===== config.mk =====
export PLATFORM = sky130hd
export DESIGN_NAME = video_fetch_flat
export DESIGN_NICKNAME = d
export VERILOG_FILES = /design/src/rtl/video_pkg.sv /design/src/rtl/video_fetch_if.sv /design/src/rtl/video_fifo2.sv /design/src/rtl/video_fetch.sv /design/src/flat_wrapper.sv
export SDC_FILE = /design/constraint.sdc
export NUM_CORES = 1
export LEC_CHECK = 0
export ABC_CLOCK_PERIOD_IN_PS = 4700
export BUFFER_PORTS_ARGS = -buffer_cell sky130_fd_sc_hd__buf_2
export CAP_MARGIN = 40
export CORE_MARGIN = 2
export CORE_UTILIZATION = 25
export DETAILED_ROUTE_END_ITERATION = 6
export SYNTH_ARGS = -nofsm -noshare
export SYNTH_HDL_FRONTEND = slang
export SYNTH_SLANG_ARGS = --single-unit

===== constraint.sdc =====
create_clock -name clk25 -period 4.7 [get_ports clk25]
set_input_delay 0.235 -clock clk25 [delete_from_list [all_inputs] [get_ports clk25]]
set_output_delay 0.235 -clock clk25 [all_outputs]
set_load 0.005 [all_outputs]

===== src/rtl/video_pkg.sv =====
// Shared constants, fetch-state encoding and row arithmetic for the video fetch path.
// Latency: n/a (declarations and a pure combinational helper only).
// Backpressure: n/a.
package video_pkg;

   localparam int WORDS_PER_LINE = 32;   // 16-bit words per displayed line
   localparam int ACTIVE_X       = 512;  // loads at x below this are visible pixels
   localparam int LINE_START_X   = 640;  // x at which the next line's context is set up
   localparam int Y_LAST         = 625;  // last y count of the frame
   localparam int SCROLL_NEUTRAL = 216;  // octal 0330: scroll value giving zero offset
   localparam int REDUCED_BASE   = 192;  // row offset of the 64-line reduced screen

   typedef enum logic {
      ST_IDLE = 1'b0,
      ST_REQ  = 1'b1
   } fetch_state_t;

   // Memory row for a displayed line; all arithmetic wraps modulo 256 rows.
   function automatic logic [7:0] calc_row(input logic [7:0] line,
                                           input logic [7:0] scroll,
                                           input logic       full_screen);
      logic [7:0] r;
      r = line + scroll - 8'(SCROLL_NEUTRAL);
      if (!full_screen) r = r + 8'(REDUCED_BASE);
      return r;
   endfunction

endpackage


===== src/rtl/video_fetch_if.sv =====
// Video RAM read port between the fetch unit (master) and the shared-RAM arbiter (slave).
// Latency: request held until a one-cycle ack; data valid in the ack cycle.
// Backpressure: the arbiter stalls simply by delaying vid_ack.
interface video_fetch_if;

   logic        vid_req;
   logic [12:0] vid_addr;
   logic        vid_ack;
   logic [15:0] vid_data;

   modport master (output vid_req, output vid_addr, input vid_ack, input vid_data);
   modport slave  (input vid_req, input vid_addr, output vid_ack, output vid_data);

endinterface


===== src/rtl/video_fifo2.sv =====
// Two-entry 16-bit prefetch FIFO with head-of-queue visible combinationally.
// Latency: a pushed word is at the head the cycle after the push edge.
// Backpressure: push while full without pop is dropped; pop while empty is a no-op; flush beats push.
module video_fifo2 (
   input  logic        clk25,
   input  logic        res,
   input  logic        push,
   input  logic        pop,
   input  logic        flush,
   input  logic [15:0] din,
   output logic        empty,
   output logic        full,
   output logic [15:0] head
);

   logic [15:0] e0, e1;
   logic [1:0]  cnt;
   logic        do_pop, do_push;

   assign empty   = (cnt == 2'd0);
   assign full    = (cnt == 2'd2);
   assign head    = e0;
   assign do_pop  = pop && !empty;
   assign do_push = push && (!full || do_pop);

   // Entry shift register: e0 is always the oldest word.
   always_ff @(posedge clk25) begin
      if (!res) begin
         cnt <= 2'd0;
         e0  <= 16'd0;
         e1  <= 16'd0;
      end else if (flush) begin
         cnt <= 2'd0;
      end else begin
         case ({do_push, do_pop})
            2'b10: begin
               if (cnt == 2'd0) e0 <= din;
               else             e1 <= din;
               cnt <= cnt + 2'd1;
            end
            2'b01: begin
               e0  <= e1;
               cnt <= cnt - 2'd1;
            end
            2'b11: begin
               if (cnt == 2'd1) begin
                  e0 <= din;
               end else begin
                  e0 <= e1;
                  e1 <= din;
               end
            end
            default: ;
         endcase
      end
   end

endmodule


===== src/rtl/video_fetch.sv =====
// Fetches one 16-bit screen word per 16-pixel slot from video RAM, applying scroll and reduced-screen offsets.
// Latency: request issues the cycle after the FSM sees room; words prefetched two ahead of the shifter.
// Backpressure: one outstanding request held until ack; fetch stalls while the FIFO is full; empty pop flags underrun.
module video_fetch
   import video_pkg::*;
(
   input  logic          clk25,
   input  logic          res,
   input  logic [9:0]    x,
   input  logic [9:0]    y,
   input  logic          load,
   input  logic [7:0]    scroll,
   input  logic          full_screen,
   video_fetch_if.master ram,
   output logic [15:0]   data,
   output logic          underrun
);

   fetch_state_t state, state_d;
   logic         issue;
   logic [7:0]   row;
   logic [5:0]   col;
   logic         line_active;
   logic         discard;
   logic [12:0]  addr;

   logic         line_setup;
   logic [9:0]   ny;
   logic [7:0]   ny_line;
   logic         pop_req;
   logic         take;
   logic         fifo_empty, fifo_full;
   logic [15:0]  fifo_head;

   assign line_setup = (x == 10'(LINE_START_X));
   assign ny         = (y == 10'(Y_LAST)) ? 10'd0 : y + 10'd1;
   assign ny_line    = ny[8:1];   // each memory row is shown on two scan lines
   assign pop_req    = load && (x < 10'(ACTIVE_X)) && line_active;
   assign take       = (state == ST_REQ) && ram.vid_ack && !discard;

   assign ram.vid_req  = (state == ST_REQ);
   assign ram.vid_addr = addr;
   assign data         = fifo_empty ? 16'd0 : fifo_head;

   video_fifo2 u_fifo (
      .clk25 (clk25),
      .res   (res),
      .push  (take),
      .pop   (pop_req),
      .flush (line_setup),
      .din   (ram.vid_data),
      .empty (fifo_empty),
      .full  (fifo_full),
      .head  (fifo_head)
   );

   // Fetch state register.
   always_ff @(posedge clk25) begin
      if (!res) state <= ST_IDLE;
      else      state <= state_d;
   end

   // Next-state: issue when there is room and work; never on the setup cycle, whose row/col are stale.
   always_comb begin
      state_d = state;
      issue   = 1'b0;
      case (state)
         ST_IDLE: begin
            if (!line_setup && line_active && !col[5] && !fifo_full && !discard) begin
               state_d = ST_REQ;
               issue   = 1'b1;
            end
         end
         ST_REQ: begin
            if (ram.vid_ack) state_d = ST_IDLE;
         end
         default: state_d = ST_IDLE;
      endcase
   end

   // Line context, address capture and column/discard bookkeeping.
   always_ff @(posedge clk25) begin
      if (!res) begin
         row         <= 8'd0;
         col         <= 6'd0;
         line_active <= 1'b0;
         discard     <= 1'b0;
         addr        <= 13'd0;
      end else begin
         if (issue) addr <= {row, col[4:0]};
         if (line_setup) begin
            row         <= calc_row(ny_line, scroll, full_screen);
            line_active <= (ny < 10'd512) && (full_screen || (ny_line < 8'd64));
            col         <= 6'd0;
            // A request still in flight belongs to the old line; its data must be dropped.
            discard     <= (state == ST_REQ) && !ram.vid_ack;
         end else if ((state == ST_REQ) && ram.vid_ack) begin
            if (discard) discard <= 1'b0;
            else         col     <= col + 6'd1;
         end
      end
   end

   // Sticky underrun: the shifter wanted a word that had not arrived.
   always_ff @(posedge clk25) begin
      if (!res)                         underrun <= 1'b0;
      else if (pop_req && fifo_empty)   underrun <= 1'b1;
   end

endmodule


===== src/flat_wrapper.sv =====
// flat-port wrapper written by rule: the top's interface ports become plain ports
module video_fetch_flat import video_pkg::*;
  (clk25, res, x, y, load, scroll, full_screen, data, underrun, ram_vid_req, ram_vid_addr, ram_vid_ack, ram_vid_data);
  video_fetch_if ram_i ();
  input  logic clk25;
  input  logic res;
  input  logic [9:0] x;
  input  logic [9:0] y;
  input  logic load;
  input  logic [7:0] scroll;
  input  logic full_screen;
  output logic [15:0] data;
  output logic underrun;
  output wire logic [$bits(ram_i.vid_req)-1:0] ram_vid_req;
  output wire logic [$bits(ram_i.vid_addr)-1:0] ram_vid_addr;
  input wire logic [$bits(ram_i.vid_ack)-1:0] ram_vid_ack;
  input wire logic [$bits(ram_i.vid_data)-1:0] ram_vid_data;
  assign ram_vid_req = ram_i.vid_req;
  assign ram_vid_addr = ram_i.vid_addr;
  assign ram_i.vid_ack = ram_vid_ack;
  assign ram_i.vid_data = ram_vid_data;
  video_fetch u_core (.clk25(clk25), .res(res), .x(x), .y(y), .load(load), .scroll(scroll), .full_screen(full_screen), .ram(ram_i), .data(data), .underrun(underrun));
endmodule

==> results.json <==
{
  "syn_nets": 457,
  "synth_cells": 388,
  "min_path_cells": 3,
  "drtIter0Drc": 108,
  "cts_setup_buffers": 0,
  "hold_viol": 0,
  "synth-main-ff-cell": "dfxtp_1",
  "final_cell_mix": "79 x buf_2, 73 x nor2_1, 65 x dfxtp_1",
  "row_count": 43,
  "remaining_drc_errors": 0,
  "grt_pass1_vias": 2814,
  "port_buffers": 79,
  "overflow": 0,
  "path_buf_inv": 2,
  "vias": 2878,
  "status": "complete, no violations",
  "area_growth_syn_to_layout_pct": 26.2,
  "final_common_cell": "buf_2",
  "r2r-start": "u_core.u_fifo.cnt[0]$_SDFFE_PP0P_",
  "synthDistinctLibCells": 50,
  "slowest_delay_ns": 0.39,
  "clock-sinks": 65,
  "wl_mm": 7.99,
  "timing.rr.end": "u_core.ram.vid_addr[8]$_SDFFE_PN0P_",
  "start_util_pct": 25.5,
  "cts_root_buffer": "clkbuf_16",
  "m1WireLength_mm": 3.75,
  "drt-vias-per-instance": 4.44,
  "min_period_ns": 2.95,
  "first_pass_iters": 4,
  "fp.dieW_um": 123,
  "numCtsBuffers": 9,
  "core_sq_um": 13800,
  "ys_seq_area_share_pct": 36.9,
  "synth_warnings": 0,
  "ant_nets": 0,
  "synth_edf_count": 0,
  "gp_congestion": 0.743,
  "min_to": "u_core.u_fifo.e1[14]$_SDFFE_PN0P_",
  "rr_worst_depth": 6,
  "cp-start-kind": "input pin",
  "setup_tns_ns": 0,
  "path_cells": "buf_2 -> nor2_1 -> nand4_1 -> nor2_1 -> nor2_1 -> ha_1 -> ha_1 -> inv_1 -> fa_1 -> nor2b_1 -> o31a_1 -> o21ai_0 -> a21o_1 -> a2111oi_1 -> a311o_1",
  "drv_slew": 0,
  "cap_viol_max_count": 0,
  "routedWlPerCell_um": 12.3,
  "n_antenna_cell": 0,
  "arrival_ns": 3.21,
  "powerDensity_nw_per_um2": 345,
  "antenna_found_initial": 0,
  "grt_max_degree": 42,
  "avgSynthCellArea_sq_um": 9.08,
  "startpoint": "y[7]",
  "holdCritStartpoint": "ram_vid_data[14]",
  "grt_pass1_wl_mm": 13.0,
  "ios": 80,
  "peakVddDrop_v": 0.000159,
  "wl_met2_mm": 3.70,
  "fin_skew_ns": 0.00437,
  "layout.nets": 532,
  "cp_max_fo": 5,
  "finalCritPeriodShare_pct": 62.7,
  "syn-cell-area_sq_um": 3520,
  "post_cts_resize_count": 0,
  "hpwlAfterDp_mm": 5.97,
  "die_h_um": 123,
  "grtUsageTotal_pct": 11.0,
  "hold_path_class": "input pin to flip-flop",
  "dpl_cell_area_sq_um": 4070,
  "dieArea_sq_um": 15100,
  "critPathTopFamily": "compound AO/OA/AOI/OAI gates",
  "clockBufferDepth": 2,
  "worstMarginPinSlew_ns": 0.843,
  "highest_layer": "met4",
  "reg2reg_setup_slack_ns": 2.38,
  "rsz0062_at_grt": "false",
  "path_clk_slew_ns": 0.06,
  "drive_gt1_share_pct": 25.4,
  "crit_type": "input pin to flip-flop",
  "p_leak_nw": 2.00,
  "dr_wl_met3_um": 406,
  "cts_tree": "yes",
  "async_flop_share_pct": 0,
  "slew_headroom_pct": 43.6,
  "clock_latency_ns": 0.33,
  "required_ns": 4.97,
  "ys_ff_latch": 65,
  "htreeDepth": 3,
  "critical-path-slowest-cell": "a2111oi_1",
  "cp_common_cell": "nor2_1",
  "finalInstanceArea_sq_um": 4450,
  "finalSetupViolations": 0,
  "fmaxAchievable_mhz": 340,
  "setup.worst_path.end_class": "flip-flop",
  "ctsHoldBuffers": 0
}
[layout make-up]
| cell class | instances | area (sq um) |
|---|---|---|
| sequential | 65 | 1300 |
| multi-input combinational | 287 | 2050 |
| inverter | 19 | 71.3 |
| fill | 1425 | 9380 |
| clock inverter | 6 | 138 |
| clock buffer | 10 | 239 |
| timing repair buffer | 81 | 423 |
| tap | 180 | 225 |
[synth_stat cells, types with 7 or more instances]
cell type  instances  area share (%)
xor2_1             7             1.7
a211oi_1          10             2.1
nor2_1            74             7.9
ha_1              19             6.7
xnor2_1            9             2.2
inv_1             19             2.0
mux2i_1           45              13
o21ai_0            8             1.1
clkbuf_1           9            0.96
dfxtp_1           65              37
nand2_1           19             2.0
a211oi_2          10             3.5
a21oi_1           13             1.8
nor2b_1           20             3.5
[routing by layer]
metal  up-vias  global-route usage, %
met5         -                      0
met4         0                   4.09
met3         6                   3.35
met2        57                   18.1
met1      1325                   13.4
li1       1490                      -
[through the flow]
| stage | power, mW | std cells | setup slack, ns | hold slack, ns | util (%) |
|---|---|---|---|---|---|
| final | 1.54 | 648 | 1.75 | 0.155 | 32.2 |
| after global routing | 1.60 | 648 | 1.55 | 0.167 | 32.2 |
| after CTS | 1.56 | 648 | 1.80 | 0.146 | 32.2 |
| after detailed placement | 0.716 | 632 | 1.47 | 0.458 | 29.4 |
| after global placement | 0.709 | 631 | 1.60 | 0.454 | 29.3 |
| after floorplan | 0.663 | 388 | 1.96 | 0.357 | - |
[cell families (layout without fill, tap and decap cells)]
family,Yosys count,in the layout,synth area share (%)
buffers and inverters,36,116,5.01
and+or+nand+nor,147,147,20.6
AOI/OAI and AO/OA,58,58,13.1
xor gates and xnor gates,16,16,3.98
adders and majority gates,20,20,7.31
muxes,46,46,13.1
DFF,65,65,36.9
[worst max-delay path by stage]
stage | endpoint | slack (ns) | cells past startpoint
floorplan | u_core.row[7]$_SDFFE_PN0P_ | 1.96 | 15
finish | u_core.row[7]$_SDFFE_PN0P_ | 1.75 | 15
global placement | u_core.row[7]$_SDFFE_PN0P_ | 1.60 | 15
detailed placement | u_core.row[7]$_SDFFE_PN0P_ | 1.47 | 15
CTS | u_core.row[7]$_SDFFE_PN0P_ | 1.80 | 15
global route | u_core.row[7]$_SDFFE_PN0P_ | 1.55 | 15
[flip-flops by register name (all words and copies together) (netlist names)]
| register | flops |
|---|---|
| u_core.underrun | 1 |
| u_core.discard | 1 |
| u_core.line_active | 1 |
| u_core.u_fifo.head | 16 |
| u_core.ram.vid_addr | 13 |
| u_core.row | 8 |
| u_core.u_fifo.cnt | 2 |
| u_core.ram.vid_req | 1 |
| u_core.col | 6 |
| u_core.u_fifo.e1 | 16 |
[worst reg2reg max path: cells and delay by family, from the launching register on]
family | cells | cell delay, ns
adder cells (fa/ha/maj) | 1 | 0.26
multiplexers | 1 | 0.27
buffers and inverters | 1 | 0.08
AND/OR/NAND/NOR | 3 | 1.26
flip-flops | 1 | 0.33
[power by group]
group	internal (mW)	total [mW]	switching (mW)
logic	0.0630	0.150	0.0871
clock network	0.589	0.832	0.243
registers	0.553	0.554	0.00144
total	1.20	1.54	0.332
Note: power is estimated with default switching activity, not from simulation.
